[src/rtl/cdb_arbiter_pkg.sv]
`default_nettype none
// ============================================================================
// Module      : cdb_arbiter_pkg
// Description : Shared configuration for the common-data-bus arbiter slice:
//               ROB tag width, default per-source buffer depth and the
//               encoding of the broadcast source field.
// Revision    : 1.0  initial release
// ============================================================================
package cdb_arbiter_pkg;

    localparam int   CDB_ROB_LOG   = 4;
    localparam int   CDB_BUF_DEPTH = 4;

    localparam logic CDB_SRC_ALU   = 1'b0;
    localparam logic CDB_SRC_LSB   = 1'b1;

endpackage
`default_nettype wire

[src/rtl/cdb_fifo.sv]
`default_nettype none
// ============================================================================
// Module      : cdb_fifo
// Description : Small circular result buffer for one CDB source. A pop in
//               the same cycle frees a slot, so a full buffer that is also
//               being drained still accepts a push.
// Revision    : 1.0  initial release
// ============================================================================
module cdb_fifo
    import cdb_arbiter_pkg::*;
#(
    parameter int WIDTH = CDB_ROB_LOG + 32,
    parameter int DEPTH = CDB_BUF_DEPTH
) (
    input  logic                     clk,
    input  logic                     rst,
    input  logic                     flush,
    input  logic                     push,
    input  logic [WIDTH-1:0]         push_data,
    input  logic                     pop,
    output logic [WIDTH-1:0]         head_data,
    output logic [$clog2(DEPTH):0]   count,
    output logic                     next_full,
    output logic                     overflow
);

    localparam int           PW     = $clog2(DEPTH);
    localparam logic [PW:0]  C_FULL = (PW+1)'(DEPTH);
    localparam logic [PW:0]  C_NEAR = (PW+1)'(DEPTH - 1);

    logic [WIDTH-1:0] mem_q [DEPTH];
    logic [WIDTH-1:0] mem_d [DEPTH];
    logic [PW-1:0]    head_q, head_d;
    logic [PW-1:0]    tail_q, tail_d;
    logic [PW:0]      count_q, count_d;

    logic w_full;
    logic w_pop;
    logic w_push;

    assign head_data = mem_q[head_q];
    assign count     = count_q;
    assign next_full = (count_q >= C_NEAR);

    // Next pointer/count/storage state; pop is evaluated first so it can free a slot for the push.
    always_comb begin
        w_full   = (count_q == C_FULL);
        w_pop    = pop && (count_q != '0);
        w_push   = push && (!w_full || w_pop);
        overflow = push && w_full && !w_pop;
        mem_d    = mem_q;
        head_d   = head_q;
        tail_d   = tail_q;
        count_d  = count_q;
        if (flush) begin
            head_d  = '0;
            tail_d  = '0;
            count_d = '0;
        end else begin
            if (w_pop) begin
                head_d = head_q + PW'(1);
            end
            if (w_push) begin
                mem_d[tail_q] = push_data;
                tail_d        = tail_q + PW'(1);
            end
            count_d = count_q + (PW+1)'(w_push) - (PW+1)'(w_pop);
        end
    end

    // Pointer and count registers; the data array carries no reset.
    always_ff @(posedge clk) begin
        if (rst) begin
            head_q  <= '0;
            tail_q  <= '0;
            count_q <= '0;
        end else begin
            head_q  <= head_d;
            tail_q  <= tail_d;
            count_q <= count_d;
        end
        mem_q <= mem_d;
    end

endmodule
`default_nettype wire

[src/rtl/cdb_arbiter.sv]
`default_nettype none
// ============================================================================
// Module      : cdb_arbiter
// Description : Merges the ALU and LSB result streams onto one registered
//               common data bus using per-source buffers and round-robin
//               arbitration. Flushed on mispredict, frozen when rdy is low.
// Revision    : 1.0  initial release
// ============================================================================
module cdb_arbiter
    import cdb_arbiter_pkg::*;
#(
    parameter int ROB_LOG   = CDB_ROB_LOG,
    parameter int BUF_DEPTH = CDB_BUF_DEPTH
) (
    input  logic               clk,
    input  logic               rst,
    input  logic               rdy,
    input  logic               jump_flag,
    input  logic               alu_valid,
    input  logic [ROB_LOG-1:0] alu_rob,
    input  logic [31:0]        alu_value,
    input  logic               lsb_valid,
    input  logic [ROB_LOG-1:0] lsb_rob,
    input  logic [31:0]        lsb_value,
    output logic               alu_next_full,
    output logic               lsb_next_full,
    output logic               cdb_valid,
    output logic [ROB_LOG-1:0] cdb_rob,
    output logic [31:0]        cdb_value,
    output logic               cdb_src,
    output logic               overflow_err
);

    localparam int W  = ROB_LOG + 32;
    localparam int CW = $clog2(BUF_DEPTH) + 1;

    logic               w_active;
    logic               w_alu_push, w_lsb_push;
    logic               w_alu_pop, w_lsb_pop;
    logic [W-1:0]       w_alu_head, w_lsb_head;
    logic [CW-1:0]      w_alu_count, w_lsb_count;
    logic               w_alu_ovf, w_lsb_ovf;
    logic               w_alu_ne, w_lsb_ne;

    logic               cdb_valid_q, cdb_valid_d;
    logic [ROB_LOG-1:0] cdb_rob_q, cdb_rob_d;
    logic [31:0]        cdb_value_q, cdb_value_d;
    logic               cdb_src_q, cdb_src_d;
    logic               last_grant_q, last_grant_d;
    logic               overflow_err_q, overflow_err_d;

    // Pushes and pops only happen when running and not flushing.
    assign w_active   = rdy && !jump_flag;
    assign w_alu_push = w_active && alu_valid;
    assign w_lsb_push = w_active && lsb_valid;
    assign w_alu_ne   = (w_alu_count != '0);
    assign w_lsb_ne   = (w_lsb_count != '0);

    cdb_fifo #(.WIDTH(W), .DEPTH(BUF_DEPTH)) u_alu_fifo (
        .clk       (clk),
        .rst       (rst),
        .flush     (jump_flag),
        .push      (w_alu_push),
        .push_data ({alu_rob, alu_value}),
        .pop       (w_alu_pop),
        .head_data (w_alu_head),
        .count     (w_alu_count),
        .next_full (alu_next_full),
        .overflow  (w_alu_ovf)
    );

    cdb_fifo #(.WIDTH(W), .DEPTH(BUF_DEPTH)) u_lsb_fifo (
        .clk       (clk),
        .rst       (rst),
        .flush     (jump_flag),
        .push      (w_lsb_push),
        .push_data ({lsb_rob, lsb_value}),
        .pop       (w_lsb_pop),
        .head_data (w_lsb_head),
        .count     (w_lsb_count),
        .next_full (lsb_next_full),
        .overflow  (w_lsb_ovf)
    );

    // Round-robin grant on registered buffer state, and the next broadcast register contents.
    always_comb begin
        w_alu_pop      = 1'b0;
        w_lsb_pop      = 1'b0;
        cdb_valid_d    = 1'b0;
        cdb_rob_d      = cdb_rob_q;
        cdb_value_d    = cdb_value_q;
        cdb_src_d      = cdb_src_q;
        last_grant_d   = last_grant_q;
        overflow_err_d = overflow_err_q || w_alu_ovf || w_lsb_ovf;
        if (jump_flag) begin
            cdb_rob_d    = '0;
            cdb_value_d  = '0;
            cdb_src_d    = CDB_SRC_ALU;
            last_grant_d = CDB_SRC_LSB;
        end else if (rdy) begin
            if (w_alu_ne && (!w_lsb_ne || last_grant_q == CDB_SRC_LSB)) begin
                w_alu_pop    = 1'b1;
                cdb_valid_d  = 1'b1;
                {cdb_rob_d, cdb_value_d} = w_alu_head;
                cdb_src_d    = CDB_SRC_ALU;
                last_grant_d = CDB_SRC_ALU;
            end else if (w_lsb_ne) begin
                w_lsb_pop    = 1'b1;
                cdb_valid_d  = 1'b1;
                {cdb_rob_d, cdb_value_d} = w_lsb_head;
                cdb_src_d    = CDB_SRC_LSB;
                last_grant_d = CDB_SRC_LSB;
            end
        end
    end

    // Broadcast register, round-robin pointer and sticky overflow flag.
    always_ff @(posedge clk) begin
        if (rst) begin
            cdb_valid_q    <= 1'b0;
            cdb_rob_q      <= '0;
            cdb_value_q    <= '0;
            cdb_src_q      <= CDB_SRC_ALU;
            last_grant_q   <= CDB_SRC_LSB;
            overflow_err_q <= 1'b0;
        end else begin
            cdb_valid_q    <= cdb_valid_d;
            cdb_rob_q      <= cdb_rob_d;
            cdb_value_q    <= cdb_value_d;
            cdb_src_q      <= cdb_src_d;
            last_grant_q   <= last_grant_d;
            overflow_err_q <= overflow_err_d;
        end
    end

    assign cdb_valid    = cdb_valid_q;
    assign cdb_rob      = cdb_rob_q;
    assign cdb_value    = cdb_value_q;
    assign cdb_src      = cdb_src_q;
    assign overflow_err = overflow_err_q;

endmodule
`default_nettype wire
[config.mk]
export PLATFORM = sky130hd
export DESIGN_NAME = cdb_arbiter
export DESIGN_NICKNAME = d
export VERILOG_FILES = /design/src/rtl/cdb_arbiter_pkg.sv /design/src/rtl/cdb_fifo.sv /design/src/rtl/cdb_arbiter.sv
export SDC_FILE = /design/constraint.sdc
export NUM_CORES = 1
export LEC_CHECK = 0
export ABC_CLOCK_PERIOD_IN_PS = 12770
export CAP_MARGIN = 15
export CORE_ASPECT_RATIO = 0.7
export CORE_UTILIZATION = 35
export CTS_BUF_LIST = sky130_fd_sc_hd__clkbuf_4
export DETAILED_ROUTE_END_ITERATION = 10
export GPL_TIMING_DRIVEN = 1
export MAX_ROUTING_LAYER = met4
export PLACE_DENSITY = 0.63
export SETUP_SLACK_MARGIN = 0.02
export SYNTH_ARGS = -nofsm -noshare
export SYNTH_HDL_FRONTEND = slang
export SYNTH_HIERARCHICAL = 1
export SYNTH_SLANG_ARGS = --single-unit
[constraint.sdc]
create_clock -name clk -period 12.77 [get_ports clk]
set_clock_uncertainty 0.15 [all_clocks]
set_input_delay 2.554 -clock clk [delete_from_list [all_inputs] [get_ports clk]]
set_output_delay 2.554 -clock clk [all_outputs]
set_load 0.05 [all_outputs]
==> metrics <==
critical path arrival 5600 ps; core footprint 36360 sq um; Resize count post-CTS 0; worst hold margin between 300 and 400 ps; synthesized cell area 13060 sq um; leakage power total 5.130 nW; Synth cell types 34; power share of the combinational group 0.033; syn_nets 795; Placer Congestion 0.7897; Yosys top cell area share 0.6621; clk buf depth 3; I/O Pins 119; htree depth 3; Area growth syn-to-layout 20.61%; NetSw 0.0004501 W; Die X 232.9 um; DR vias 6927; Crit Path Class in -> reg; met1 usage in global routing 0.2026; first-pass GRT wire length 41.31 mm; Synth Instances between 700 and 800; Reg clk slew, reported paths 70 ps; Syn. warnings 6; row count 58; post-synthesis sequential area ratio 0.7448; Slew @ Worst Pin 1088 ps; I/O Buffers around 120; Pwr per Cell Area 136.2 nW/um^2; maximum VDD drop 57.20 uV; # diodes 0; M3 GR Usage 0.04801; HP Class reg -> reg; dominant cells by area after synthesis edfxtp_1 66%, mux4_2 12%, dfxtp_1 8.3%, nand2_1 2.4%, a31oi_1 1.7%; post-synth top area cell edfxtp_1; Max-slew headroom 0.2712; nets between 900 and 1000; met2 Track Usage GR 0.2258; initial antenna violation count 0; vias per cell 4.875; unrepaired setup endpoints after global routing no; GRT Overall Usage 0.1529; CP Capture Type register; DR WL/cell just under 20 um; Sink Count 342; crit path max fanout 25; total of max-cap violations 0; die area 38110 sq um; GR Overflow Total 0; Setup Buffers After CTS 0; critical path required time 12990 ps; CTS Root Cell clkbuf_4; gr busiest metal met2; # hold bufs at CTS 0; Final Critical Period 5380 ps; flop-to-flop setup slack approximately 9100 ps; Initial Util 0.3593; insertion delay to the later sink of the worst-skew pair 740 ps; final setup TNS 0 ps; Peak Freq 0.1859 GHz; 1st-iter DRT viols 480; clock buffer count from CTS 77; final setup vio count 0; antenna viol nets, final 0; Tcrit/Tclk final 0.4213; CTS tree done; Hold Vio Cnt, Final 0; Slew Limit Fails 0; Yosys reg bits 342; drt drc 0; Syn Area/Cell 18.63 sq um; largest net degree at the start of global routing 67; Die Y 163.6 um; Reg power frac 0.567; Clock power frac 0.399; Placement Setup Slack 6688 ps; Sw Ratio 0.2097; setup ws final around 7400 ps; status finished, final reports clean; Pint 0.001696 W; vias in the first global route 7109; CP Launch Type primary input; share of cells above drive strength 1 0.2497; Routed WL approximately 28 mm; total iterations of the first detailed-routing run 5; HPWL Detailed 17.67 mm
-- critical path: stages --
cell	delay (ps)
clkdlybuf4s50_1	670
nand2b_1	180
nor3_1	430
or4b_4	240
nand2_4	100
nor3b_2	910
buf_4	510
-- flip-flops by register name (all words and copies together) (netlist names) --
| register | flops |
|---|---|
| cdb_valid | 1 |
| u_alu_fifo/head_q | 2 |
| last_grant_q | 1 |
| u_alu_fifo/mem_q | 144 |
| cdb_src | 1 |
| cdb_value | 32 |
| cdb_rob | 4 |
| u_alu_fifo/count | 3 |
| u_lsb_fifo/count | 3 |
| u_lsb_fifo/tail_q | 2 |
| u_lsb_fifo/head_q | 2 |
| u_alu_fifo/tail_q | 2 |
| u_lsb_fifo/mem_q | 144 |
| overflow_err | 1 |
-- synthesized netlist by cell type --
master and count:
fa_1 2, mux4_2 72, a21oi_1 2, o211ai_1 1, clkbuf_4 2, o31a_1 2, nor2_1 9, or4b_4 2
xnor2_1 3, nor3b_1 8, o21ai_1 34, ha_1 14, o2bb2ai_1 1, nand2b_1 1, mux2i_1 4, o21a_1 2
o21ai_2 1, buf_2 11, nand2_4 2, buf_4 5, edfxtp_1 288, and2_1 4, o21ai_0 4, a22oi_1 1
xor2_1 3, or3_1 2, buf_6 14, nand2_1 83, a31oi_1 35, dfxtp_1 54, inv_1 16, clkbuf_1 6
nor3_1 11, o311ai_1 2
-- cell families after synthesis --
| kind of cell | Yosys count | share of synthesized area |
|---|---|---|
| AO/OA/AOI/OAI | 85 | 0.03841 |
| XOR/XNOR | 6 | 0.004024 |
| adder cells (fa/ha/maj) | 16 | 0.01648 |
| buffers and inverters | 54 | 0.02663 |
| flip-flops | 342 | 0.7448 |
| multiplexers | 76 | 0.1272 |
| AND/OR/NAND/NOR | 122 | 0.04243 |
-- final cells by class --
type | instances | area, sq um
flip-flops and latches | 342 | 9734
repair buffers | 137 | 1324
inverters | 16 | 60.06
fillers | 3227 | 20600
multi-input cells | 305 | 3029
clock inverters | 21 | 106.4
clock buffers | 120 | 900.9
well taps | 480 | 600.6
-- stage by stage --
stage	area, sq um	instances	total power, W	util
3_3_place_gp	14750	1280	0.001314	0.4056
5_1_grt	15760	1421	0.002237	0.4333
3_5_place_dp	14750	1280	0.001315	0.4056
6_report	15760	1421	0.002146	0.4333
2_1_floorplan	13060	701	0.001269	-
4_1_cts	15760	1421	0.002177	0.4333
-- power groups by stage --
| stage | logic (W) | registers (W) | clock network, W |
|---|---|---|---|
| global route | 0.0000777 | 0.00122 | 0.000941 |
| floorplan | 0.0000211 | 0.00125 | 0 |
| finish | 0.0000718 | 0.00122 | 0.000857 |
| CTS | 0.0000731 | 0.00122 | 0.000886 |
| global placement | 0.0000717 | 0.00124 | 0 |
| detailed placement | 0.0000728 | 0.00124 | 0 |
-- final timing paths --
check	startpoint	endpoint	depth (start not counted)
worst max-delay path	rdy	u_lsb_fifo/mem_q[54]$_DFFE_PP_	7
worst min-delay path	u_lsb_fifo/tail_q[0]$_SDFFE_PP0P_	u_lsb_fifo/tail_q[0]$_SDFFE_PP0P_	2
worst max register to register	u_alu_fifo/count[1]$_SDFF_PP0_	u_lsb_fifo/mem_q[54]$_DFFE_PP_	7
worst min register to register	u_lsb_fifo/tail_q[0]$_SDFFE_PP0P_	u_lsb_fifo/tail_q[0]$_SDFFE_PP0P_	2
-- layer usage --
| layer | wire length [um] | share of wire |
|---|---|---|
| met1 | 12720 | 0.46 |
| met2 | 12880 | 0.47 |
| met3 | 1567 | 0.057 |
| met4 | 468 | 0.017 |
| met5 | 0 | 0 |
-- layout by cell type, fill, tap and decap left out, types with 3 or more instances in the layout --
| cell type | count |
|---|---|
| o21ai_0 | 4 |
| nand2_1 | 83 |
| a31oi_1 | 35 |
| inv_2 | 3 |
| xor2_1 | 3 |
| clkdlybuf4s50_1 | 118 |
| buf_4 | 19 |
| nor3b_2 | 8 |
| xnor2_1 | 3 |
| ha_1 | 14 |
| inv_1 | 16 |
| mux2i_1 | 4 |
| nor3_1 | 11 |
| nor2_1 | 8 |
| clkinv_1 | 16 |
| dfxtp_2 | 4 |
| and2_1 | 4 |
| o21ai_1 | 34 |
| dfxtp_1 | 50 |
| edfxtp_1 | 288 |
| clkbuf_4 | 120 |
| mux4_2 | 72 |
No activity file was read; power rests on OpenSTA's default activity.
